**src/rtl/axi_rd_slv.sv**
```systemverilog
// -----------------------------------------------------------------------------
// axi_rd_slv
//   Read-only AXI slave endpoint (AR + R channels) with a DEPTH-entry AR queue
//   and incrementing bursts. Every AR is accepted while the queue has room.
//   Bursts whose start address falls inside [BASE_ADDR, BASE_ADDR+RANGE) return
//   OKAY with the beat address as data; all other bursts return DECERR with zero
//   data.
//
// Ports
//   clk, rst_n        clock, asynchronous active-low reset
//   axi_slv_ar*       AR channel: id, start address, len (beats-1), valid/ready
//   axi_slv_r*        R channel: id, data, resp, last, valid/ready
//   axi_slv_q_cnt     number of queued AR entries not yet taken into service
// -----------------------------------------------------------------------------
module axi_rd_slv #(
    parameter int                ID_W      = 4,
    parameter int                ADDR_W    = 32,
    parameter int                DATA_W    = 32,
    parameter int                DEPTH     = 4,
    parameter logic [ADDR_W-1:0] BASE_ADDR = '0,
    parameter logic [ADDR_W:0]   RANGE     = (ADDR_W+1)'('h1000)
) (
    input  logic                       clk,
    input  logic                       rst_n,
    input  logic [ID_W-1:0]            axi_slv_arid,
    input  logic [ADDR_W-1:0]          axi_slv_araddr,
    input  logic [7:0]                 axi_slv_arlen,
    input  logic                       axi_slv_arvalid,
    output logic                       axi_slv_arready,
    output logic [ID_W-1:0]            axi_slv_rid,
    output logic [DATA_W-1:0]          axi_slv_rdata,
    output logic [1:0]                 axi_slv_rresp,
    output logic                       axi_slv_rlast,
    output logic                       axi_slv_rvalid,
    input  logic                       axi_slv_rready,
    output logic [$clog2(DEPTH):0]     axi_slv_q_cnt
);

    localparam int                PTR_W  = $clog2(DEPTH);
    localparam int                CNT_W  = PTR_W + 1;
    localparam logic [ADDR_W-1:0] STRIDE = ADDR_W'(DATA_W / 8);
    localparam logic [1:0]        RESP_OKAY   = 2'b00;
    localparam logic [1:0]        RESP_DECERR = 2'b11;

    typedef enum logic [0:0] {
        ST_IDLE  = 1'b0,
        ST_BURST = 1'b1
    } state_t;

    // Beat address to data word: zero-extend or truncate to DATA_W.
    function automatic logic [DATA_W-1:0] addr_to_data(input logic [ADDR_W-1:0] a);
        return DATA_W'(a);
    endfunction

    // Queue storage and pointers
    logic [ID_W-1:0]   id_mem_q   [DEPTH];
    logic [ADDR_W-1:0] addr_mem_q [DEPTH];
    logic [7:0]        len_mem_q  [DEPTH];
    logic              hit_mem_q  [DEPTH];

    logic [PTR_W-1:0]  wr_ptr_q, wr_ptr_d;
    logic [PTR_W-1:0]  rd_ptr_q, rd_ptr_d;
    logic [CNT_W-1:0]  q_cnt_q, q_cnt_d;

    // Engine state and working registers
    state_t            state_q, state_d;
    logic [7:0]        beat_cnt_q, beat_cnt_d;
    logic [7:0]        len_q, len_d;
    logic              hit_q, hit_d;
    logic [ADDR_W-1:0] beat_addr_q, beat_addr_d;

    // Registered R outputs
    logic [ID_W-1:0]   rid_q, rid_d;
    logic [DATA_W-1:0] rdata_q, rdata_d;
    logic [1:0]        rresp_q, rresp_d;
    logic              rlast_q, rlast_d;
    logic              rvalid_q, rvalid_d;

    logic              arready_s;
    logic              push_s;
    logic              pop_s;
    logic              ar_hit_s;
    logic [ADDR_W-1:0] ar_offset_s;

    assign arready_s   = (q_cnt_q != CNT_W'(DEPTH));
    assign push_s      = axi_slv_arvalid & arready_s;
    assign ar_offset_s = axi_slv_araddr - BASE_ADDR;
    // Only the start address is decoded; a burst running past the window end stays OKAY.
    assign ar_hit_s    = (axi_slv_araddr >= BASE_ADDR) && ({1'b0, ar_offset_s} < RANGE);

    assign axi_slv_arready = arready_s;
    assign axi_slv_q_cnt   = q_cnt_q;
    assign axi_slv_rid     = rid_q;
    assign axi_slv_rdata   = rdata_q;
    assign axi_slv_rresp   = rresp_q;
    assign axi_slv_rlast   = rlast_q;
    assign axi_slv_rvalid  = rvalid_q;

    // Queue entry write on AR handshake
    always_ff @(posedge clk) begin
        if (push_s) begin
            id_mem_q[wr_ptr_q]   <= axi_slv_arid;
            addr_mem_q[wr_ptr_q] <= axi_slv_araddr;
            len_mem_q[wr_ptr_q]  <= axi_slv_arlen;
            hit_mem_q[wr_ptr_q]  <= ar_hit_s;
        end
    end

    // Write pointer and occupancy next-state
    always_comb begin
        wr_ptr_d = wr_ptr_q;
        q_cnt_d  = q_cnt_q;
        if (push_s) begin
            wr_ptr_d = wr_ptr_q + PTR_W'(1);
        end else begin
            wr_ptr_d = wr_ptr_q;
        end
        case ({push_s, pop_s})
            2'b10:   q_cnt_d = q_cnt_q + CNT_W'(1);
            2'b01:   q_cnt_d = q_cnt_q - CNT_W'(1);
            default: q_cnt_d = q_cnt_q;
        endcase
    end

    // R engine next-state and output logic
    always_comb begin
        state_d     = state_q;
        pop_s       = 1'b0;
        rd_ptr_d    = rd_ptr_q;
        beat_cnt_d  = beat_cnt_q;
        len_d       = len_q;
        hit_d       = hit_q;
        beat_addr_d = beat_addr_q;
        rid_d       = rid_q;
        rdata_d     = rdata_q;
        rresp_d     = rresp_q;
        rlast_d     = rlast_q;
        rvalid_d    = rvalid_q;

        case (state_q)
            ST_IDLE: begin
                if (q_cnt_q != CNT_W'(0)) begin
                    pop_s = 1'b1;
                end else begin
                    state_d = ST_IDLE;
                end
            end
            ST_BURST: begin
                if (axi_slv_rready) begin
                    if (!rlast_q) begin
                        beat_cnt_d  = beat_cnt_q + 8'd1;
                        beat_addr_d = beat_addr_q + STRIDE;
                        rdata_d     = hit_q ? addr_to_data(beat_addr_d) : {DATA_W{1'b0}};
                        rlast_d     = ((beat_cnt_q + 8'd1) == len_q);
                    end else if (q_cnt_q != CNT_W'(0)) begin
                        // Zero-bubble hand-over to the next queued burst
                        pop_s = 1'b1;
                    end else begin
                        state_d  = ST_IDLE;
                        rvalid_d = 1'b0;
                        rlast_d  = 1'b0;
                    end
                end else begin
                    // Stall: every R output holds its value
                    state_d = ST_BURST;
                end
            end
            default: begin
                state_d  = ST_IDLE;
                rvalid_d = 1'b0;
                rlast_d  = 1'b0;
            end
        endcase

        // Load the queue head into the working registers and first-beat outputs
        if (pop_s) begin
            rd_ptr_d    = rd_ptr_q + PTR_W'(1);
            state_d     = ST_BURST;
            rvalid_d    = 1'b1;
            rid_d       = id_mem_q[rd_ptr_q];
            len_d       = len_mem_q[rd_ptr_q];
            hit_d       = hit_mem_q[rd_ptr_q];
            beat_cnt_d  = 8'd0;
            beat_addr_d = addr_mem_q[rd_ptr_q];
            rdata_d     = hit_mem_q[rd_ptr_q] ? addr_to_data(addr_mem_q[rd_ptr_q]) : {DATA_W{1'b0}};
            rresp_d     = hit_mem_q[rd_ptr_q] ? RESP_OKAY : RESP_DECERR;
            rlast_d     = (len_mem_q[rd_ptr_q] == 8'd0);
        end else begin
            rd_ptr_d = rd_ptr_q;
        end
    end

    // State, pointer, counter and output registers
    always_ff @(posedge clk or negedge rst_n) begin
        if (!rst_n) begin
            wr_ptr_q    <= {PTR_W{1'b0}};
            rd_ptr_q    <= {PTR_W{1'b0}};
            q_cnt_q     <= {CNT_W{1'b0}};
            state_q     <= ST_IDLE;
            beat_cnt_q  <= 8'd0;
            len_q       <= 8'd0;
            hit_q       <= 1'b0;
            beat_addr_q <= {ADDR_W{1'b0}};
            rid_q       <= {ID_W{1'b0}};
            rdata_q     <= {DATA_W{1'b0}};
            rresp_q     <= 2'b00;
            rlast_q     <= 1'b0;
            rvalid_q    <= 1'b0;
        end else begin
            wr_ptr_q    <= wr_ptr_d;
            rd_ptr_q    <= rd_ptr_d;
            q_cnt_q     <= q_cnt_d;
            state_q     <= state_d;
            beat_cnt_q  <= beat_cnt_d;
            len_q       <= len_d;
            hit_q       <= hit_d;
            beat_addr_q <= beat_addr_d;
            rid_q       <= rid_d;
            rdata_q     <= rdata_d;
            rresp_q     <= rresp_d;
            rlast_q     <= rlast_d;
            rvalid_q    <= rvalid_d;
        end
    end

endmodule

```
**config.mk**
```make
export PLATFORM = sky130hd
export DESIGN_NAME = axi_rd_slv
export DESIGN_NICKNAME = d
export VERILOG_FILES = /design/src/rtl/axi_rd_slv.sv
export SDC_FILE = /design/constraint.sdc
export NUM_CORES = 1
export LEC_CHECK = 0
export ABC_AREA = 1
export CAP_MARGIN = 25
export CORE_UTILIZATION = 63
export CTS_BUF_LIST = sky130_fd_sc_hd__clkbuf_4 sky130_fd_sc_hd__clkbuf_8 sky130_fd_sc_hd__clkbuf_16
export CTS_CLUSTER_DIAMETER = 80
export DETAILED_ROUTE_END_ITERATION = 12
export PLACE_DENSITY = 0.87
export RECOVER_POWER = 25
export SYNTH_ARGS = -nofsm -noshare
export SYNTH_HDL_FRONTEND = slang
export SYNTH_SLANG_ARGS = --single-unit
```
**constraint.sdc**
```tcl
create_clock -name clk -period 5.8 [get_ports clk]
set_input_delay 0.87 -clock clk [delete_from_list [all_inputs] [get_ports clk]]
set_output_delay 0.87 -clock clk [all_outputs]
set_load 0.01 [all_outputs]
```
==> flow_metrics.env <==
export IMPL_critical_path_class="register to register"
export IMPL_cell_types_occupying_the_most_area_after_synthesis="edfxtp_1, dfrtp_1, nand2_1"
export IMPL_place_area_sq_um=13000
export IMPL_ys_ff_latch=276
export IMPL_floorplan_initialDensity_pct=64.2
export IMPL_slowest_delay_ps=780
export IMPL_cts_reportedPaths_clkPinSlew_ps=70
export IMPL_yosys_most_used_dff="edfxtp_1"
export IMPL_arrival_ps=3410
export IMPL_max_slew_margin_rel_pct=-0.660
export IMPL_rsz_0062_raised_after_global_routing="false"
export IMPL_cts_sinks=276
export IMPL_synth_largest_area_cell="edfxtp_1"
export IMPL_area_growth_synth_to_final_pct=16.8
export IMPL_floorplan_die_area_sq_um=19500
export IMPL_mappedNetlistNets=1196
export IMPL_first_global_vias=8613
export IMPL_worstHoldPathCells=2
export IMPL_crit_path_end_kind="register"
export IMPL_drive_gt1_share_pct=5.82
export IMPL_min_tclk_post_route_ps=2990
export IMPL_drt_pass1_iter_count=5
export IMPL_power_share_sequential_pct=39.3
export IMPL_detail_route_drc_violations=0
export IMPL_clock_path_buffers=3
export IMPL_internal_power_summed_over_all_cells_mw=4.79
export IMPL_floorplan_die_width_microns=140
export IMPL_critical_path_reg2reg_startpoint="rd_ptr_q[0]"
export IMPL_syn_instance_count=1140
export IMPL_violations_in_the_final_reports="capacitance limit, slew limit"
export IMPL_crit_chain="inv_2, nand2_1, nand3_1, and2_1, nand2_1, inv_1, a22oi_1, o21ai_1"
export IMPL_ant_nets=0
export IMPL_vdd_ir_drop_worst_uv=294
export IMPL_worstHoldPathType="register to register"
export IMPL_synth_warning_count=0
export IMPL_total_leakage_power_nw=5.37
export IMPL_avgViaCountPerCell=6.10
export IMPL_worstMarginPinSlew_ps=1510
export IMPL_critical_path_most_common_cell="nand2_1"
export IMPL_fmaxAchievable_mhz=334
export IMPL_post_synth_edffs=180
export IMPL_asyncSetResetFlopFracSynth_pct=34.8
export IMPL_port_buffers=91
export IMPL_power_per_cell_area_nw_per_um2=557
export IMPL_num_io_pins=92
export IMPL_finalSetupViolations=0
export IMPL_grt_antenna_before_repair=0
export IMPL_cts_hold_repair_buffers=0
export IMPL_insertion_delay_ps=560
export IMPL_p_sw_share_pct=38.4
export IMPL_worstPathRequired_ps=6220
export IMPL_cts_resized=0
export IMPL_run_status="complete, but fails checks"
export IMPL_layout_nets=1273
export IMPL_critical_path_max_fanout=36
export IMPL_clock_skew_final_ps=21.9
export IMPL_via_total_after_detailed_routing=8973
export IMPL_cts_made_buffers=27
export IMPL_finalHoldViolations=0
export IMPL_reg2reg_depth=8
export IMPL_netlist_area_sq_um=12000
export IMPL_cts_tree="done"
export IMPL_post_cts_repair_setup_buffers=0
export IMPL_grt_overflow_total=0
export IMPL_htreeDepth=1
export IMPL_start_kind="register"
export IMPL_detailedRoute_firstIterationViolations=1021
export IMPL_synthesis_area_per_instance_sq_um=10.5
export IMPL_source_of_the_worst_hold_timing_path="axi_slv_rdata[11]"
export IMPL_worst_path_max_delay_cell="dfrtp_2"
export IMPL_fraction_of_synthesized_cell_area_taken_by_the_top_area_cell_type_pct=45.2
export IMPL_final_area_sq_um=14000
export IMPL_power_combinational_fraction_pct=37.3
export IMPL_first_pass_grt_wire_length_microns=44700
export IMPL_leading_cell_type_by_number_of_instances_after_synthesis="nand2_1"
export IMPL_finalSetupTns_ps=0
export IMPL_timing_hold_worst_endpoint="axi_slv_rdata[11]"
export IMPL_netSwitchingPower_mw=2.98
export IMPL_maximum_number_of_pins_on_one_net_before_global_route_repair=72
export IMPL_die_height_microns=140
export IMPL_ys_types=38
export IMPL_filler_cell_count=1203
export IMPL_design_core_area_sq_um=18600
export IMPL_gp_congestion=0.921
export IMPL_routedWlPerCell_microns=19.3
export IMPL_rrSetupSlack_ps=2810
export IMPL_regArea_sq_um=7810
export IMPL_number_of_placement_rows=50
export IMPL_seq_area_frac_synth_pct=65.3
export IMPL_clock_network_fraction_of_total_power_pct=23.3
export IMPL_antenna_diode_count=0
export IMPL_cap_violations=1
export IMPL_dpl_hpwl_microns=17300
export IMPL_multi_input_logic_area_sq_um=3680
export IMPL_clock_root_buffer="clkbuf_16"
export IMPL_synthTopCellsByCount="nand2_1, edfxtp_1, nor2_1"
export IMPL_final_routed_wirelength_microns=28400
export IMPL_grt_usage_pct=29.7
export IMPL_report_final_slew_viol_count=27
export IMPL_rr_endpoint="axi_slv_rdata[13]"
export IMPL_final_cycle_utilization_of_the_critical_path_pct=51.6
## registers in the layout, summed over array words and instances (netlist names), 2 cells and up
| signal | count |
|---|---|
| len_q | 8 |
| len_mem_q | 32 |
| axi_slv_rid | 4 |
| wr_ptr_q | 2 |
| beat_addr_q | 32 |
| beat_cnt_q | 8 |
| rd_ptr_q | 2 |
| hit_mem_q | 4 |
| id_mem_q | 16 |
| axi_slv_rdata | 32 |
| axi_slv_q_cnt | 3 |
| addr_mem_q | 128 |
## power groups by stage
stage / logic (mW) / registers [mW] / clock network [mW]
after global routing: 3.18 / 3.11 / 1.90
after floorplan: 1.83 / 3.05 / 0
final: 2.90 / 3.06 / 1.82
after CTS: 2.87 / 3.05 / 1.82
after global placement: 2.71 / 3.06 / 0
after detailed placement: 2.82 / 3.08 / 0
## final cells by class
type,count,share of cell area [%]
clock buffers,37,5.55
clock inverters,13,1.10
inverters,68,1.83
multi-input cells,740,26.3
flip-flops and latches,276,55.9
well taps,234,2.10
repair buffers,104,7.18
## metrics by stage
| stage | hold WS [ps] | instances | util, % | power (mW) | setup WS [ps] |
|---|---|---|---|---|---|
| floorplan | 449 | 1140 | - | 4.88 | 2410 |
| global placement | 465 | 1422 | 70.0 | 5.78 | 2440 |
| detailed placement | 470 | 1422 | 70.0 | 5.90 | 2400 |
| CTS | 231 | 1472 | 74.9 | 7.74 | 2900 |
| global route | 500 | 1472 | 74.9 | 8.19 | 2540 |
| finish | 481 | 1472 | 74.9 | 7.78 | 2810 |
## worst max-delay path by stage
stage                          startpoint           endpoint  slack, ps
after floorplan           axi_slv_arvalid   addr_mem_q[0][0]       2410
after global placement     axi_slv_rready  axi_slv_rdata[30]       2440
after detailed placement   axi_slv_rready  axi_slv_rdata[30]       2400
after CTS                     rd_ptr_q[0]  axi_slv_rdata[13]       2900
after global routing          rd_ptr_q[0]   axi_slv_rdata[6]       2540
final                         rd_ptr_q[0]  axi_slv_rdata[13]       2810
## layer usage
metal / wire [microns] / vias to the layer above / GRT usage, %
li1: - / 4099 / -
met4: 824 / 0 / 12.1
met3: 2520 / 72 / 4.47
met5: 0 / - / 0
met1: 11300 / 4303 / 41.7
met2: 13700 / 499 / 47.0
## worst max-delay path: cells and delay by family (launching register included)
kind | cells | cell delay [ps]
AO/OA/AOI/OAI | 2 | 370
buffers and inverters | 2 | 750
flip-flops | 1 | 780
AND/OR/NAND/NOR | 4 | 930
## cell families after synthesis
kind of cell | synth area share, %
compound gates | 11.2
fa+ha+maj | 0.900
xor+xnor | 2.34
flops | 65.3
buf+inv | 4.23
simple gates | 16.0
## cells in the final DEF (no fill, tap or decap), types with 3 or more instances in the layout
master / instances
a21oi_1: 35
a22oi_1: 8
a2bb2oi_1: 11
a31oi_1: 4
a32o_1: 11
buf_4: 13
bufinv_16: 3
clkbuf_16: 28
clkbuf_4: 8
clkdlybuf4s50_1: 59
clkinv_1: 5
dfrtp_1: 95
dlygate4sd3_1: 31
edfxtp_1: 180
ha_1: 7
inv_1: 64
inv_2: 4
nand2_1: 253
nand3_1: 54
nand3b_1: 3
nand4_1: 3
nor2_1: 133
nor2_4: 4
nor3_1: 13
nor4_1: 4
o211ai_1: 8
o21ai_0: 97
o21ai_1: 8
o22ai_1: 39
xnor2_1: 4
xor2_1: 28
(Power assumes the default switching activity.)
